==> config.mk <==
export PLATFORM = sky130hd
export DESIGN_NAME = corelet_ctrl_flat
export DESIGN_NICKNAME = d
export VERILOG_FILES = /design/src/rtl/corelet_ctrl_pkg.sv /design/src/rtl/corelet_ctrl_if.sv /design/src/rtl/corelet_ctrl_delay1.sv /design/src/rtl/corelet_ctrl.sv /design/src/flat_wrapper.sv
export SDC_FILE = /design/constraint.sdc
export NUM_CORES = 1
export LEC_CHECK = 0
export ABC_AREA = 1
export BUFFER_PORTS_ARGS = -buffer_cell sky130_fd_sc_hd__buf_4
export CAP_MARGIN = 20
export CORE_AREA = 2 2 85 127
export CTS_CLUSTER_SIZE = 24
export DETAILED_ROUTE_END_ITERATION = 7
export DIE_AREA = 0 0 87 129
export HOLD_SLACK_MARGIN = 0.02
export PLACE_DENSITY = 0.77
export SETUP_SLACK_MARGIN = 0.4
export SLEW_MARGIN = 15
export SYNTH_ARGS = -nofsm -noshare
export SYNTH_HDL_FRONTEND = slang
export SYNTH_HIERARCHICAL = 1
export SYNTH_SLANG_ARGS = --single-unit
export TNS_END_PERCENT = 5
==> constraint.sdc <==
create_clock -name clk -period 2.8 [get_ports clk]
set_input_delay 0.42 -clock clk [delete_from_list [all_inputs] [get_ports clk]]
set_output_delay 0.42 -clock clk [all_outputs]
set_load 0.05 [all_outputs]
==> src/rtl/corelet_ctrl_pkg.sv <==
// Shared types for the corelet sequencer: FSM states, inst_w encodings, array geometry.
package corelet_pkg;

  typedef enum logic [2:0] {
    S_IDLE,
    S_WFETCH,
    S_KLOAD,
    S_EXEC,
    S_FLUSH,
    S_OREAD,
    S_WB,
    S_DONE
  } state_t;

  localparam logic [1:0] INST_IDLE = 2'b00;
  localparam logic [1:0] INST_LOAD = 2'b01;
  localparam logic [1:0] INST_EXEC = 2'b10;

  localparam int ROW_DEF = 8;
  localparam int COL_DEF = 8;

endpackage

==> src/rtl/corelet_ctrl_if.sv <==
// Control/strobe bundle between the corelet sequencer (master) and the corelet datapath (slave).
interface corelet_ctrl_if #(
  parameter int ADDR_W = 11,
  parameter int LEN_W  = 8
);
  logic              start;
  logic [LEN_W-1:0]  nij_len;
  logic [ADDR_W-1:0] w_base;
  logic [ADDR_W-1:0] act_base;
  logic [ADDR_W-1:0] psum_base;
  logic              psum_we_any;
  logic              busy;
  logic              done;
  logic              w_rd;
  logic [ADDR_W-1:0] w_addr;
  logic              l0_wr;
  logic              l0_rd;
  logic [1:0]        inst_w;
  logic              act_rd;
  logic [ADDR_W-1:0] act_addr;
  logic              act_valid;
  logic              ofifo_rd;
  logic              psum_rd;
  logic [ADDR_W-1:0] psum_rd_addr;
  logic              old_psum_valid;
  logic              psum_wr;
  logic [ADDR_W-1:0] psum_wr_addr;

  modport master (
    input  start, nij_len, w_base, act_base, psum_base, psum_we_any,
    output busy, done, w_rd, w_addr, l0_wr, l0_rd, inst_w, act_rd, act_addr,
           act_valid, ofifo_rd, psum_rd, psum_rd_addr, old_psum_valid,
           psum_wr, psum_wr_addr
  );

  modport slave (
    output start, nij_len, w_base, act_base, psum_base, psum_we_any,
    input  busy, done, w_rd, w_addr, l0_wr, l0_rd, inst_w, act_rd, act_addr,
           act_valid, ofifo_rd, psum_rd, psum_rd_addr, old_psum_valid,
           psum_wr, psum_wr_addr
  );
endinterface

==> src/rtl/corelet_ctrl_delay1.sv <==
// One-cycle strobe/valid delay that realigns control with 1-cycle SRAM read data.
module ctrl_delay1 #(
  parameter int W = 1
) (
  input  logic         clk,
  input  logic         reset,
  input  logic [W-1:0] d,
  output logic [W-1:0] q
);
  always_ff @(posedge clk) begin
    if (reset) q <= '0;
    else       q <= d;
  end
endmodule

==> src/rtl/corelet_ctrl.sv <==
// Tile sequencer for the corelet: W fetch, kernel load, execute, flush, psum read/writeback.
// CORELET_CTRL_ACCUM_EN enables old-psum reads during OREAD; undefined means first-pass raw psums.
module corelet_ctrl
  import corelet_pkg::*;
#(
  parameter int ROW    = ROW_DEF,
  parameter int COL    = COL_DEF,
  parameter int ADDR_W = 11,
  parameter int LEN_W  = 8
) (
  input logic           clk,
  input logic           reset,
  corelet_ctrl_if.master bus
);
`ifdef CORELET_CTRL_ACCUM_EN
  localparam bit ACCUM = 1'b1;
`else
  localparam bit ACCUM = 1'b0;
`endif

  localparam int CNT_W = (LEN_W > $clog2(ROW + COL + 2)) ? LEN_W : $clog2(ROW + COL + 2);
  localparam logic [CNT_W-1:0] C_COL = CNT_W'(COL);

  state_t            state;
  logic [CNT_W-1:0]  cnt;
  logic [LEN_W-1:0]  nij_r, j;
  logic [ADDR_W-1:0] act_base_r, psum_base_r;
  logic              busy_r, done_r;
  logic              w_rd_r, l0_rd_r, load_r, act_rd_r, ofifo_rd_r, psum_rd_r;
  logic [ADDR_W-1:0] w_addr_r, act_addr_r, psum_rd_addr_r;
  logic              l0_wr_p1, act_valid_p1, exec_p1, old_psum_valid_p1;
  logic              psum_wr_c;
  logic [LEN_W-1:0]  j_next;

  // Writeback counter: write pulses are only honoured in OREAD/WB and until nij_len are absorbed
  assign psum_wr_c = bus.psum_we_any && (state == S_OREAD || state == S_WB) && (j != nij_r);
  assign j_next    = j + LEN_W'(psum_wr_c);

  always_ff @(posedge clk) begin
    if (reset) begin
      state          <= S_IDLE;
      cnt            <= '0;
      nij_r          <= '0;
      j              <= '0;
      act_base_r     <= '0;
      psum_base_r    <= '0;
      busy_r         <= 1'b0;
      done_r         <= 1'b0;
      w_rd_r         <= 1'b0;
      w_addr_r       <= '0;
      l0_rd_r        <= 1'b0;
      load_r         <= 1'b0;
      act_rd_r       <= 1'b0;
      act_addr_r     <= '0;
      ofifo_rd_r     <= 1'b0;
      psum_rd_r      <= 1'b0;
      psum_rd_addr_r <= '0;
    end else begin
      done_r <= 1'b0;
      j      <= j_next;
      case (state)
        S_IDLE: if (bus.start) begin
          nij_r       <= bus.nij_len;
          act_base_r  <= bus.act_base;
          psum_base_r <= bus.psum_base;
          j           <= '0;
          busy_r      <= 1'b1;
          if (bus.nij_len == '0) begin
            state <= S_DONE;
          end else begin
            state    <= S_WFETCH;
            cnt      <= CNT_W'(ROW - 1);
            w_rd_r   <= 1'b1;
            w_addr_r <= bus.w_base;
          end
        end
        S_WFETCH: if (cnt != '0) begin
          cnt      <= cnt - 1'b1;
          w_addr_r <= w_addr_r + 1'b1;
        end else begin
          w_rd_r  <= 1'b0;
          state   <= S_KLOAD;
          cnt     <= CNT_W'(ROW + COL - 1);
          l0_rd_r <= 1'b1;
          load_r  <= 1'b1;
        end
        // First ROW cycles push the kernel, the last COL cycles let it settle
        S_KLOAD: if (cnt != '0) begin
          cnt <= cnt - 1'b1;
          if (cnt <= C_COL) begin
            l0_rd_r <= 1'b0;
            load_r  <= 1'b0;
          end
        end else begin
          state      <= S_EXEC;
          cnt        <= CNT_W'(nij_r) - 1'b1;
          act_rd_r   <= 1'b1;
          act_addr_r <= act_base_r;
        end
        S_EXEC: if (cnt != '0) begin
          cnt        <= cnt - 1'b1;
          act_addr_r <= act_addr_r + 1'b1;
        end else begin
          act_rd_r <= 1'b0;
          state    <= S_FLUSH;
          cnt      <= CNT_W'(ROW + COL);
        end
        S_FLUSH: if (cnt != '0) begin
          cnt <= cnt - 1'b1;
        end else begin
          state          <= S_OREAD;
          cnt            <= CNT_W'(nij_r) - 1'b1;
          ofifo_rd_r     <= 1'b1;
          psum_rd_r      <= ACCUM;
          psum_rd_addr_r <= ACCUM ? psum_base_r : '0;
        end
        S_OREAD: if (cnt != '0) begin
          cnt <= cnt - 1'b1;
          if (ACCUM) psum_rd_addr_r <= psum_rd_addr_r + 1'b1;
        end else begin
          ofifo_rd_r <= 1'b0;
          psum_rd_r  <= 1'b0;
          state      <= S_WB;
        end
        S_WB: if (j_next == nij_r) state <= S_DONE;
        S_DONE: begin
          done_r <= 1'b1;
          busy_r <= 1'b0;
          state  <= S_IDLE;
        end
        default: state <= S_IDLE;
      endcase
    end
  end

  // Stage p1: strobes realigned with SRAM read data
  ctrl_delay1 u_l0_wr     (.clk(clk), .reset(reset), .d(w_rd_r),    .q(l0_wr_p1));
  ctrl_delay1 u_act_valid (.clk(clk), .reset(reset), .d(act_rd_r),  .q(act_valid_p1));
  ctrl_delay1 u_exec      (.clk(clk), .reset(reset), .d(act_rd_r),  .q(exec_p1));
  ctrl_delay1 u_old_psum  (.clk(clk), .reset(reset), .d(psum_rd_r), .q(old_psum_valid_p1));

  assign bus.busy           = busy_r;
  assign bus.done           = done_r;
  assign bus.w_rd           = w_rd_r;
  assign bus.w_addr         = w_addr_r;
  assign bus.l0_wr          = l0_wr_p1;
  assign bus.l0_rd          = l0_rd_r;
  assign bus.inst_w         = (exec_p1 ? INST_EXEC : INST_IDLE) | (load_r ? INST_LOAD : INST_IDLE);
  assign bus.act_rd         = act_rd_r;
  assign bus.act_addr       = act_addr_r;
  assign bus.act_valid      = act_valid_p1;
  assign bus.ofifo_rd       = ofifo_rd_r;
  assign bus.psum_rd        = psum_rd_r;
  assign bus.psum_rd_addr   = psum_rd_addr_r;
  assign bus.old_psum_valid = old_psum_valid_p1;
  assign bus.psum_wr        = psum_wr_c;
  assign bus.psum_wr_addr   = psum_wr_c ? psum_base_r + ADDR_W'(j) : '0;

endmodule

==> src/flat_wrapper.sv <==
// flat-port wrapper written by rule: the top's interface ports become plain ports
module corelet_ctrl_flat import corelet_pkg::*;
#(
  parameter int ROW    = ROW_DEF,
  parameter int COL    = COL_DEF,
  parameter int ADDR_W = 11,
  parameter int LEN_W  = 8
)
  (clk, reset, bus_start, bus_nij_len, bus_w_base, bus_act_base, bus_psum_base, bus_psum_we_any, bus_busy, bus_done, bus_w_rd, bus_w_addr, bus_l0_wr, bus_l0_rd, bus_inst_w, bus_act_rd, bus_act_addr, bus_act_valid, bus_ofifo_rd, bus_psum_rd, bus_psum_rd_addr, bus_old_psum_valid, bus_psum_wr, bus_psum_wr_addr);
  corelet_ctrl_if #(.ADDR_W(ADDR_W), .LEN_W(LEN_W)) bus_i ();
  input logic clk;
  input logic reset;
  input wire logic [$bits(bus_i.start)-1:0] bus_start;
  input wire logic [$bits(bus_i.nij_len)-1:0] bus_nij_len;
  input wire logic [$bits(bus_i.w_base)-1:0] bus_w_base;
  input wire logic [$bits(bus_i.act_base)-1:0] bus_act_base;
  input wire logic [$bits(bus_i.psum_base)-1:0] bus_psum_base;
  input wire logic [$bits(bus_i.psum_we_any)-1:0] bus_psum_we_any;
  output wire logic [$bits(bus_i.busy)-1:0] bus_busy;
  output wire logic [$bits(bus_i.done)-1:0] bus_done;
  output wire logic [$bits(bus_i.w_rd)-1:0] bus_w_rd;
  output wire logic [$bits(bus_i.w_addr)-1:0] bus_w_addr;
  output wire logic [$bits(bus_i.l0_wr)-1:0] bus_l0_wr;
  output wire logic [$bits(bus_i.l0_rd)-1:0] bus_l0_rd;
  output wire logic [$bits(bus_i.inst_w)-1:0] bus_inst_w;
  output wire logic [$bits(bus_i.act_rd)-1:0] bus_act_rd;
  output wire logic [$bits(bus_i.act_addr)-1:0] bus_act_addr;
  output wire logic [$bits(bus_i.act_valid)-1:0] bus_act_valid;
  output wire logic [$bits(bus_i.ofifo_rd)-1:0] bus_ofifo_rd;
  output wire logic [$bits(bus_i.psum_rd)-1:0] bus_psum_rd;
  output wire logic [$bits(bus_i.psum_rd_addr)-1:0] bus_psum_rd_addr;
  output wire logic [$bits(bus_i.old_psum_valid)-1:0] bus_old_psum_valid;
  output wire logic [$bits(bus_i.psum_wr)-1:0] bus_psum_wr;
  output wire logic [$bits(bus_i.psum_wr_addr)-1:0] bus_psum_wr_addr;
  assign bus_i.start = bus_start;
  assign bus_i.nij_len = bus_nij_len;
  assign bus_i.w_base = bus_w_base;
  assign bus_i.act_base = bus_act_base;
  assign bus_i.psum_base = bus_psum_base;
  assign bus_i.psum_we_any = bus_psum_we_any;
  assign bus_busy = bus_i.busy;
  assign bus_done = bus_i.done;
  assign bus_w_rd = bus_i.w_rd;
  assign bus_w_addr = bus_i.w_addr;
  assign bus_l0_wr = bus_i.l0_wr;
  assign bus_l0_rd = bus_i.l0_rd;
  assign bus_inst_w = bus_i.inst_w;
  assign bus_act_rd = bus_i.act_rd;
  assign bus_act_addr = bus_i.act_addr;
  assign bus_act_valid = bus_i.act_valid;
  assign bus_ofifo_rd = bus_i.ofifo_rd;
  assign bus_psum_rd = bus_i.psum_rd;
  assign bus_psum_rd_addr = bus_i.psum_rd_addr;
  assign bus_old_psum_valid = bus_i.old_psum_valid;
  assign bus_psum_wr = bus_i.psum_wr;
  assign bus_psum_wr_addr = bus_i.psum_wr_addr;
  corelet_ctrl #(.ROW(ROW), .COL(COL), .ADDR_W(ADDR_W), .LEN_W(LEN_W)) u_core (.clk(clk), .reset(reset), .bus(bus_i));
endmodule
### After elaboration in Yosys (flattened, before gate mapping)

Index checks and enable logic that the tools add are counted.

| storage, ports and cells | value |
|---|---|
| flip-flop bits (word level) | 79 |
| input bits | 45 |
| output and inout port bits | 57 |
| logic and storage cells | 110 |

| operators by class | value |
|---|---|
| add/sub/neg operators | 6 |
| order comparisons | 1 |
| eq/ne operators | 22 |
| multiplexer cells | 41 |
| bitwise gates (word level) | 1 |
| reductions and logical operators | 23 |

Operators with widths:

| operator | number |
|---|---|
| 11-bit 2-to-1 mux | 6 |
| 8-bit 2-to-1 mux | 8 |
| 11-bit case mux with 2 select lines | 2 |
| 8-bit case mux with 5 select lines | 1 |
| 3-bit 2-to-1 mux | 8 |
| 3-bit case mux with 8 select lines | 1 |
| 11-bit by 1-bit adder with 11-bit output (second input constant) | 2 |
| 2-bit inequality test (second input constant) | 9 |
| 4-bit AND reduction | 4 |
| 8-bit by 1-bit subtractor with 8-bit output (second input constant) | 2 |
| 3-bit == test (second input constant) | 4 |
| 11-bit by 8-bit adder with 11-bit output | 1 |
| 1-bit case mux with 2 select lines | 5 |
| 2-bit nonzero test | 5 |
| 1-bit 2-to-1 mux | 9 |
| 3-bit AND reduction | 3 |
| 8-bit by 1-bit adder with 8-bit output | 1 |
| 8-bit == test | 1 |
| 8-bit by 4-bit less-or-equal comparator with 1-bit output (second input constant) | 1 |
| 8-bit logical NOT | 1 |
| 2-bit by 1-bit inequality test with 1-bit output (second input constant) | 4 |
| 8-bit inequality test | 1 |
| 8-bit nonzero test | 1 |
| 7-bit AND reduction | 1 |
| other kinds (10) | 13 |

### Longest topological paths before layout

Gate-level depths: netlist of the first run.

| logic depth | value |
|---|---|
| depth in word-level cells | 8 |
| depth in mapped cells | 21 |
| depth with buffers taken out | 21 |

### By module

The synthesis of the first run kept the hierarchy.

Modules (own cells, without submodules):

| module | times used | cells an instance | area each (um^2) | sequential area each (um^2) |
|---|---|---|---|---|
| corelet_ctrl | 1 | 732 | 4832.1 | 1541.5 |
| ctrl_delay1 | 4 | 3 | 30.0 | 20.0 |

### Least setup slack after synthesis of the first run

Ideal clock, no wire load.

| timing | value |
|---|---|
| path kind | register to register |
| start | reg u_core.state[2] |
| end | reg u_core.state[1] |
| library setup time | 0.115 ns |
| data arrival time | 2.845 ns |
| data required time | 2.685 ns |
| slack | -0.160 ns |
| cell stages (with the launch flop) | 19 |
| buffers on the path | 1 |
| clock period less this slack | 2.960 ns |
| path through | dfxtp_1 -> buf_4 -> inv_2 -> nor2_1 -> inv_1 -> nand2_1 -> nand2_1 -> nor2_2 -> ha_1 -> ha_1 -> nand2_1 -> o21ai_0 -> nand3_1 -> nand2_1 -> nand3_1 -> o21bai_1 -> nand3_1 -> nand2_1 -> nor2_1 |

| on the way | value |
|---|---|
| longest elaborated chain between the ends | 8 |
| elaborated cells on any way between the ends | 22 |
| those cells by class | add/sub (1); eq/ne (15); mux (1); reduce/logical (5) |

Ends and longest elaborated chain:

| what | RTL line | RTL |
|---|---|---|
| start: declaration | corelet_ctrl.sv:24 | `state_t state;` |
| start signal: assignment | corelet_ctrl.sv:41 | `state <= S_IDLE;` |
| start signal: assignment | corelet_ctrl.sv:69 | `state <= S_DONE;` |
| start signal: assignment | corelet_ctrl.sv:71 | `state <= S_WFETCH;` |
| 3-bit == test | corelet_ctrl.sv:36 | `assign psum_wr_c = bus.psum_we_any && (state == S_OREAD \|\| state == S_WB) && (j != nij_r);` |
| 1-bit logical OR (*) | corelet_ctrl.sv:36 |  |
| 1-bit logical AND (*) (2 in series) | corelet_ctrl.sv:36 |  |
| named net bus_psum_wr | flat_wrapper.sv:33 | `output wire logic [$bits(bus_i.psum_wr)-1:0] bus_psum_wr;` |
| 8-bit by 1-bit adder with 8-bit output (*) | corelet_ctrl.sv:37 | `assign j_next = j + LEN_W'(psum_wr_c);` |
| 8-bit == test (*) | corelet_ctrl.sv:125 | `S_WB: if (j_next == nij_r) state <= S_DONE;` |
| 2-bit inequality test (no line) (*) | - |  |
| 7-bit AND reduction (no line) (*) | - |  |

The timed path passes the listed nets; every way through them passes the cells marked *.
A chain may end at the register's enable or synchronous reset.

### Worst setup path after layout of the first run

| timing | value |
|---|---|
| start | reg u_core.j[0] |
| end | out bus_psum_wr_addr[8] |

| on the way | value |
|---|---|
| longest elaborated chain between the ends | 3 |
| elaborated cells on any way between the ends | 4 |
| those cells by class | add/sub (1); eq/ne (1); mux (1); reduce/logical (1) |

Ends and longest elaborated chain:

| what | RTL line | RTL |
|---|---|---|
| start: declaration | corelet_ctrl.sv:26 | `logic [LEN_W-1:0] nij_r, j;` |
| start signal: assignment | corelet_ctrl.sv:60 | `j <= j_next;` |
| branches (longest 2 deep; another with 11-bit by 8-bit adder with 11-bit output) | - |  |
| 11-bit 2-to-1 mux (*) | corelet_ctrl.sv:157 | `assign bus.psum_wr_addr = psum_wr_c ? psum_base_r + ADDR_W'(j) : '0;` |
| end: declaration | flat_wrapper.sv:34 | `output wire logic [$bits(bus_i.psum_wr_addr)-1:0] bus_psum_wr_addr;` |

Mark *: on every way between the ends.

==> impl_metrics.json, run 1 <==
{
  "max-vdd-ir-drop_v": 0.0005827,
  "ys_warn_count": 6,
  "drive_gt1_share_pct": 23.52,
  "grt_pass1_vias": 4985,
  "async_reset_ff_share_pct": 0,
  "cp_common_cell": "nand2_2",
  "gp_congestion": 0.9776,
  "clkLatencyLatePin_ns": 0.34,
  "path_class": "reg -> out",
  "rsz0062_at_grt": "true",
  "htree_levels": 3,
  "max_freq_mhz": 379.7,
  "postSynthAreaPerCell_sq_um": 6.656,
  "startpoint_type": "flop",
  "fp.coreArea_sq_um": 10080,
  "yosys.area_share.simple_pct": 29.06,
  "maxCapViolCount": 0,
  "fin_tns_setup_ns": 0,
  "synth_edf_count": 0,
  "worstMarginPinSlew_ns": 0.5542,
  "portBuffers": 89,
  "syn_area_sq_um": 4952,
  "fp.dieH_um": 129,
  "crit-reg2reg-launch": "u_core/j[7]$_SDFF_PP0_",
  "drt_iter0_markers": 322,
  "synthAdderAreaFrac_pct": 4.194,
  "yosys.area.top_type_share_pct": 32.74,
  "ys.flop_type": "dfxtp_1",
  "synth_top_family_by_area": "simple AND/OR/NAND/NOR gates",
  "crit_path_max_fanout": 4,
  "clock_sinks": 81,
  "yosysUniqueCellTypes": 44,
  "finalPower_uw": 6256,
  "crit_slowest_cell": "fa_2",
  "dr.pass1.iters": 7,
  "crit_arrival_ns": 2.21,
  "yosys-top-cells-area": "dfxtp_1, nand2_1, a21oi_1",
  "crit_path_max_incr_delay_ns": 0.37,
  "vias": 5296,
  "track_usage_pct": 24.76,
  "min_from": "bus_w_base[0]",
  "path_buf_inv": 1,
  "drt-wirelength-per-cell_um": 14.66,
  "cts_max_path_buffers": 2,
  "grt_max_degree": 37,
  "synth_seq_area_share_pct": 32.74,
  "die_w_um": 87,
  "synth_compound_area_share_pct": 19.91,
  "critPathTopFamily": "adder cells",
  "slew_violations": 0,
  "grt_pass1_wl_um": 22350,
  "initial_core_util_pct": 49.14,
  "finalSetupViolCount": 0,
  "synthXorXnorAreaFrac_pct": 2.830,
  "cts-root-buf": "clkbuf_16",
  "antennaDiodeCount": 0,
  "cts.hold.buffers_added": 0,
  "die-area_sq_um": 11220,
  "hold_viol": 0,
  "p_leak_uw": 0.002740,
  "drc": 0,
  "power.density_nw_per_um2": 996.2,
  "synthMuxAreaShare_pct": 0.2021,
  "cp_cell_sequence": "ha_4 > fa_2 > nand2_2 > nor2_2 > nand2_1 > nand3_2 > nand2_2 > nand2_2 > a21oi_4 > o21ai_2 > a21oi_4 > buf_6",
  "via_per_inst": 5.522,
  "min_path_type": "in -> reg",
  "outcome": "finished, final reports clean",
  "slew_headroom_pct": 62.85,
  "place_ws_ns": 0.1262,
  "yosysTopAreaCell": "dfxtp_1",
  "syn_to_final_growth_pct": 26.81,
  "rows": 45,
  "crit_path_start": "u_core/j[0]$_SDFF_PP0_",
  "crit_path_end_kind": "primary output",
  "layout.nets": 898,
  "hpwlAfterDp_um": 10160,
  "ioPinCount": 102,
  "gr-total-overflow": 0,
  "ys_ff_latch": 81,
  "crit_required_ns": 2.38,
  "finalWirelength_um": 14060,
  "finalCriticalPeriod_ns": 2.634,
  "numCtsBuffers": 9,
  "postRouteAntennaNets": 0,
  "netlist_instances": 744,
  "cts_tree": "yes",
  "skew_ns": 0.007257,
  "fin_crit_sh_pct": 94.07,
  "antenna_found_initial": 0,
  "setup_ws_ns": 0.1662,
  "clk_pin_slew_ns": 0.06
}
[layer usage]
metal  GRT usage [%]  up-vias  part of all wire, %
met3           4.811       48                  6.0
met2           44.41      218                   52
met1           27.79     2420                   39
li1                -     2610                    -
met4           11.12        0                  3.0
met5               0        -                    0
[layout make-up]
| cell class | count | area (sq um) |
|---|---|---|
| Tap cell | 117 | 146.4 |
| Sequential cell | 81 | 1639 |
| Timing Repair Buffer | 109 | 825.8 |
| Clock buffer | 12 | 266.5 |
| Multi-Input combinational cell | 553 | 3029 |
| Inverter | 83 | 314.1 |
| Fill cell | 898 | 3799 |
| Clock inverter | 4 | 58.81 |
[worst reg2reg max path: stages, from the launching register on]
cell      delay, ns
dfxtp_1        0.39
inv_1          0.10
nand2_1        0.06
nand2_1        0.08
inv_1          0.10
nand4_1        0.13
nor3_2         0.25
nor2_4         0.08
ha_4           0.18
ha_4           0.18
nand3_4        0.09
nand3_1        0.07
nand2_1        0.08
inv_1          0.04
nor2_1         0.16
nand3_2        0.12
o21bai_4       0.20
nand3_1        0.09
nand2_1        0.09
nor2_1         0.04
[repair_timing]
item | in CTS | in global routing
gates resized for setup | 21 | 26
setup buffers | 3 | 1
endpoints found under the setup margin | 14 | 15
pin swaps | 10 | 9
[cell usage in the layout, fill, tap and decap left out, drive strengths merged, types with 13 or more instances in the layout]
| cell | n |
|---|---|
| nand2 | 178 |
| buf | 109 |
| inv | 84 |
| dfxtp | 81 |
| a21oi | 78 |
| nor2 | 71 |
| o21ai | 68 |
| nand3 | 51 |
| ha | 15 |
| a31oi | 14 |
| conb | 13 |
[where the power goes]
part           switching, uW  internal (uW)  leakage, uW  total, uW
Clock                    477            773     0.000161       1250
Combinational           2170           1050      0.00191       3230
Sequential               315           1470     0.000668       1780
[synth_stat cells, types with 7 or more instances]
library cell / number
nand4_1: 12
o21ai_0: 63
nand3_1: 51
nor2_1: 61
xor2_1: 12
inv_1: 74
inv_2: 8
nor2_2: 7
ha_1: 15
clkbuf_1: 16
dfxtp_1: 81
nand2_1: 174
nor3_1: 7
a31oi_1: 14
buf_4: 17
a21oi_1: 77
[metrics by stage]
step                instances  hold slack [ns]  instance area (sq um)  utilization [%]
global route              959           0.3381                   6280            62.31
finish                    959           0.3157                   6280            62.31
global placement          939           0.4473                   5744            57.00
CTS                       958           0.3087                   6167            61.19
floorplan                 756           0.4297                   5040                -
detailed placement        939           0.4485                   5744            57.00
[state kept, by name, indices dropped and copies added (netlist names), 3 cells and up]
name and flops:
u_core/j 8, u_core/bus.act_addr 11, u_core/act_base_r 11, u_core/state 3
u_core/nij_r 8, u_core/psum_base_r 11, u_core/cnt 8, u_core/bus.w_addr 11
[cell families (layout without fill, tap and decap cells)]
| group | after synthesis | count (layout) |
|---|---|---|
| fa+ha+maj | 16 | 16 |
| flops | 81 | 81 |
| buf+inv | 122 | 208 |
| xor+xnor | 16 | 16 |
| simple gates | 329 | 329 |
| other cells | 1 | 13 |
| compound gates | 178 | 178 |
| mux | 1 | 1 |
[final timing paths]
kind	to	slack (ns)	cells past startpoint
hold / removal	u_core/bus.w_addr[0]$_SDFFE_PP0P_	0.32	3
setup / recovery	bus_psum_wr_addr[8]	0.17	12
setup reg to reg	u_core/state[2]$_SDFFE_PP0P_	0.18	19
hold reg to reg	u_core/u_l0_wr/q$_SDFF_PP0_	0.46	2
(Power assumes the default switching activity.)
==> run 2, diff against run 1 <==
--- a/config.mk
+++ b/config.mk
@@ -8,12 +8,12 @@
 export ABC_AREA = 1
 export BUFFER_PORTS_ARGS = -buffer_cell sky130_fd_sc_hd__buf_4
 export CAP_MARGIN = 20
-export CORE_AREA = 2 2 85 127
+export CORE_AREA = 2 2 108 163
 export CTS_CLUSTER_SIZE = 24
 export DETAILED_ROUTE_END_ITERATION = 7
-export DIE_AREA = 0 0 87 129
+export DIE_AREA = 0 0 110 165
 export HOLD_SLACK_MARGIN = 0.02
-export PLACE_DENSITY = 0.77
+export PLACE_DENSITY = 0.53
 export SETUP_SLACK_MARGIN = 0.4
 export SLEW_MARGIN = 15
 export SYNTH_ARGS = -nofsm -noshare
==> run 2 against run 1 <==
Effect of this change: power is essentially flat; final area up 3.4%; critical endpoint is now bus_psum_wr_addr[10]; sequential power hardly changed; clock skew increased by 0.00079 ns; clock power fell by 5%.
==> impl_metrics.json, run 2 (same netlist as run 1, synthesis figures left out) <==
{
  "crit_path_max_fanout": 4,
  "grt_use_met3_pct": 2.881,
  "grt_pass1_vias": 4852,
  "setup_ws_ns": 0.2283,
  "cp_cell_sequence": "ha_4 > fa_2 > nand2_2 > nor2_2 > nand2_1 > nand3_2 > nand2_2 > nand2_2 > a21oi_4 > nor3_1 > nor2_2 > buf_6",
  "fin_crit_sh_pct": 91.85,
  "worstMarginPinSlew_ns": 0.6198,
  "cts-root-buf": "clkbuf_16",
  "syn_to_final_growth_pct": 31.10,
  "rows": 58,
  "clkLatencyLatePin_ns": 0.34,
  "die-area_sq_um": 18150,
  "antenna_found_initial": 0,
  "gr-total-overflow": 0,
  "multi_input_area_sq_um": 3073,
  "crit_required_ns": 2.38,
  "grtUsageMet2_pct": 28.97,
  "postRouteAntennaNets": 0,
  "die_w_um": 110,
  "layout.nets": 908,
  "crit_path_end_kind": "primary output",
  "crit_path_max_incr_delay_ns": 0.37,
  "track_usage_pct": 16.52,
  "crit_end": "bus_psum_wr_addr[10]",
  "clock_sinks": 81,
  "fp.coreArea_sq_um": 16620,
  "ioPinCount": 102,
  "antennaDiodeCount": 0,
  "drive_gt1_share_pct": 26.64,
  "min_from": "bus_w_base[0]",
  "maxCapViolCount": 0,
  "max_freq_mhz": 388.8,
  "p_int_uw": 3249,
  "drc": 0,
  "initial_core_util_pct": 29.80,
  "path_buf_inv": 1,
  "htree_levels": 3,
  "cp_common_cell": "nand2_2",
  "place_ws_ns": 0.1776,
  "hold_viol": 0,
  "skew_ns": 0.008047,
  "final_common_cell": "nand2_1",
  "finalWirelength_um": 14900,
  "clk_pin_slew_ns": 0.06,
  "layout_common_cells": "nand2_1, buf_4, a21oi_1",
  "p_leak_uw": 0.002778,
  "pwr-share-clk_pct": 19.1,
  "crit-reg2reg-launch": "u_core/nij_r[5]$_SDFFE_PP0P_",
  "ff2ff_setup_slack_ns": 0.37,
  "cp_num_cells": 12,
  "crit_slowest_cell": "fa_2",
  "finalSetupViolCount": 0,
  "slew_violations": 0,
  "fin_tns_setup_ns": 0,
  "r2r_cells": 20,
  "grt_max_degree": 37,
  "gp_congestion": 0.9011,
  "rsz0062_at_grt": "true",
  "finalCriticalPeriod_ns": 2.572,
  "min_path_type": "in -> reg",
  "met1_usage_pct": 19.65,
  "drt-wirelength-per-cell_um": 14.03,
  "grt_pass1_wl_um": 23470,
  "fillerInstances": 1817,
  "seqCellArea_sq_um": 1643,
  "cts_tree": "yes",
  "path_class": "reg -> out",
  "critPathTopFamily": "simple AND/OR/NAND/NOR gates",
  "seq_power_share_pct": 28.3,
  "cts.hold.buffers_added": 0,
  "pwr-share-comb_pct": 52.7,
  "switchingPower_uw": 3011,
  "dr.pass1.iters": 5,
  "max-vdd-ir-drop_v": 0.0004850,
  "vias": 5027,
  "timing.rr.end": "u_core/state[1]$_SDFFE_PP0P_",
  "via_per_inst": 4.734,
  "drt_iter0_markers": 199,
  "slew_headroom_pct": 58.49,
  "fp.dieH_um": 165,
  "busiest_layer": "met2",
  "outcome": "finished, final reports clean",
  "portBuffers": 89,
  "p_sw_share_pct": 48.10,
  "startpoint_type": "flop",
  "numCtsBuffers": 9,
  "power.density_nw_per_um2": 964.2,
  "hpwlAfterDp_um": 11030,
  "crit_arrival_ns": 2.15,
  "crit_path_start": "u_core/j[0]$_SDFF_PP0_",
  "cts_max_path_buffers": 2
}
-- run 2: worst min-delay path by stage --
stage                     cells after the start                                end  slack [ns]
after floorplan                               2  u_core/act_base_r[8]$_SDFFE_PP0P_        0.43
after global placement                        2  u_core/act_base_r[6]$_SDFFE_PP0P_        0.45
after detailed placement                      2  u_core/act_base_r[8]$_SDFFE_PP0P_        0.45
after CTS                                     3  u_core/bus.w_addr[0]$_SDFFE_PP0P_        0.31
after global routing                          3  u_core/bus.w_addr[0]$_SDFFE_PP0P_        0.34
final                                         3  u_core/bus.w_addr[0]$_SDFFE_PP0P_        0.32
-- run 2: worst reg2reg max path, stage by stage, from the launching register on --
cell      delay, ns
dfxtp_4        0.35
inv_2          0.05
nand2_1        0.05
nand2_2        0.07
inv_2          0.04
nor2_1         0.09
nand4_1        0.10
nor3_2         0.25
nor2_4         0.06
ha_4           0.17
ha_4           0.18
nand2_4        0.08
inv_2          0.05
nand3_2        0.08
nand3_1        0.08
nand2_1        0.09
nand3_2        0.10
o21bai_4       0.22
nand3_2        0.08
nand2_1        0.09
nor2_1         0.04
-- run 2: area by class of cell --
class | count | area share, %
Inverter | 83 | 4.837
Tap cell | 210 | 4.047
Multi-Input combinational cell | 553 | 47.33
Clock buffer | 10 | 3.527
Clock inverter | 6 | 1.021
Timing Repair Buffer | 119 | 13.93
Sequential cell | 81 | 25.30
-- run 2: power by group through the flow --
stage / registers (uW) / logic (uW) / clock network [uW]
floorplan: 2150 / 2030 / 0
CTS: 1770 / 3250 / 1230
detailed placement: 1780 / 3220 / 0
global route: 1820 / 3670 / 1280
global placement: 1790 / 3220 / 0
finish: 1770 / 3300 / 1190
-- run 2: per-stage QoR --
stage	hold WS (ns)	total power, uW	area [sq um]	util (%)	cells
after floorplan	0.4297	4174	5040	-	756
after CTS	0.3073	6250	6347	38.19	1059
final	0.3204	6260	6492	39.07	1062
after detailed placement	0.4534	5000	5913	35.58	1039
after global placement	0.4462	5011	5913	35.58	1039
after global routing	0.3365	6769	6492	39.07	1062
-- run 2: layer usage --
layer	up-vias	part of all wire [%]
met2	95	52
met4	0	2.0
li1	2639	-
met3	22	3.4
met1	2271	43
met5	-	0
-- run 2: timing repair --
action,CTS,global route
resized for setup,24,44
pin swaps,6,18
endpoints found under the setup margin,14,17
buffers inserted,4,3
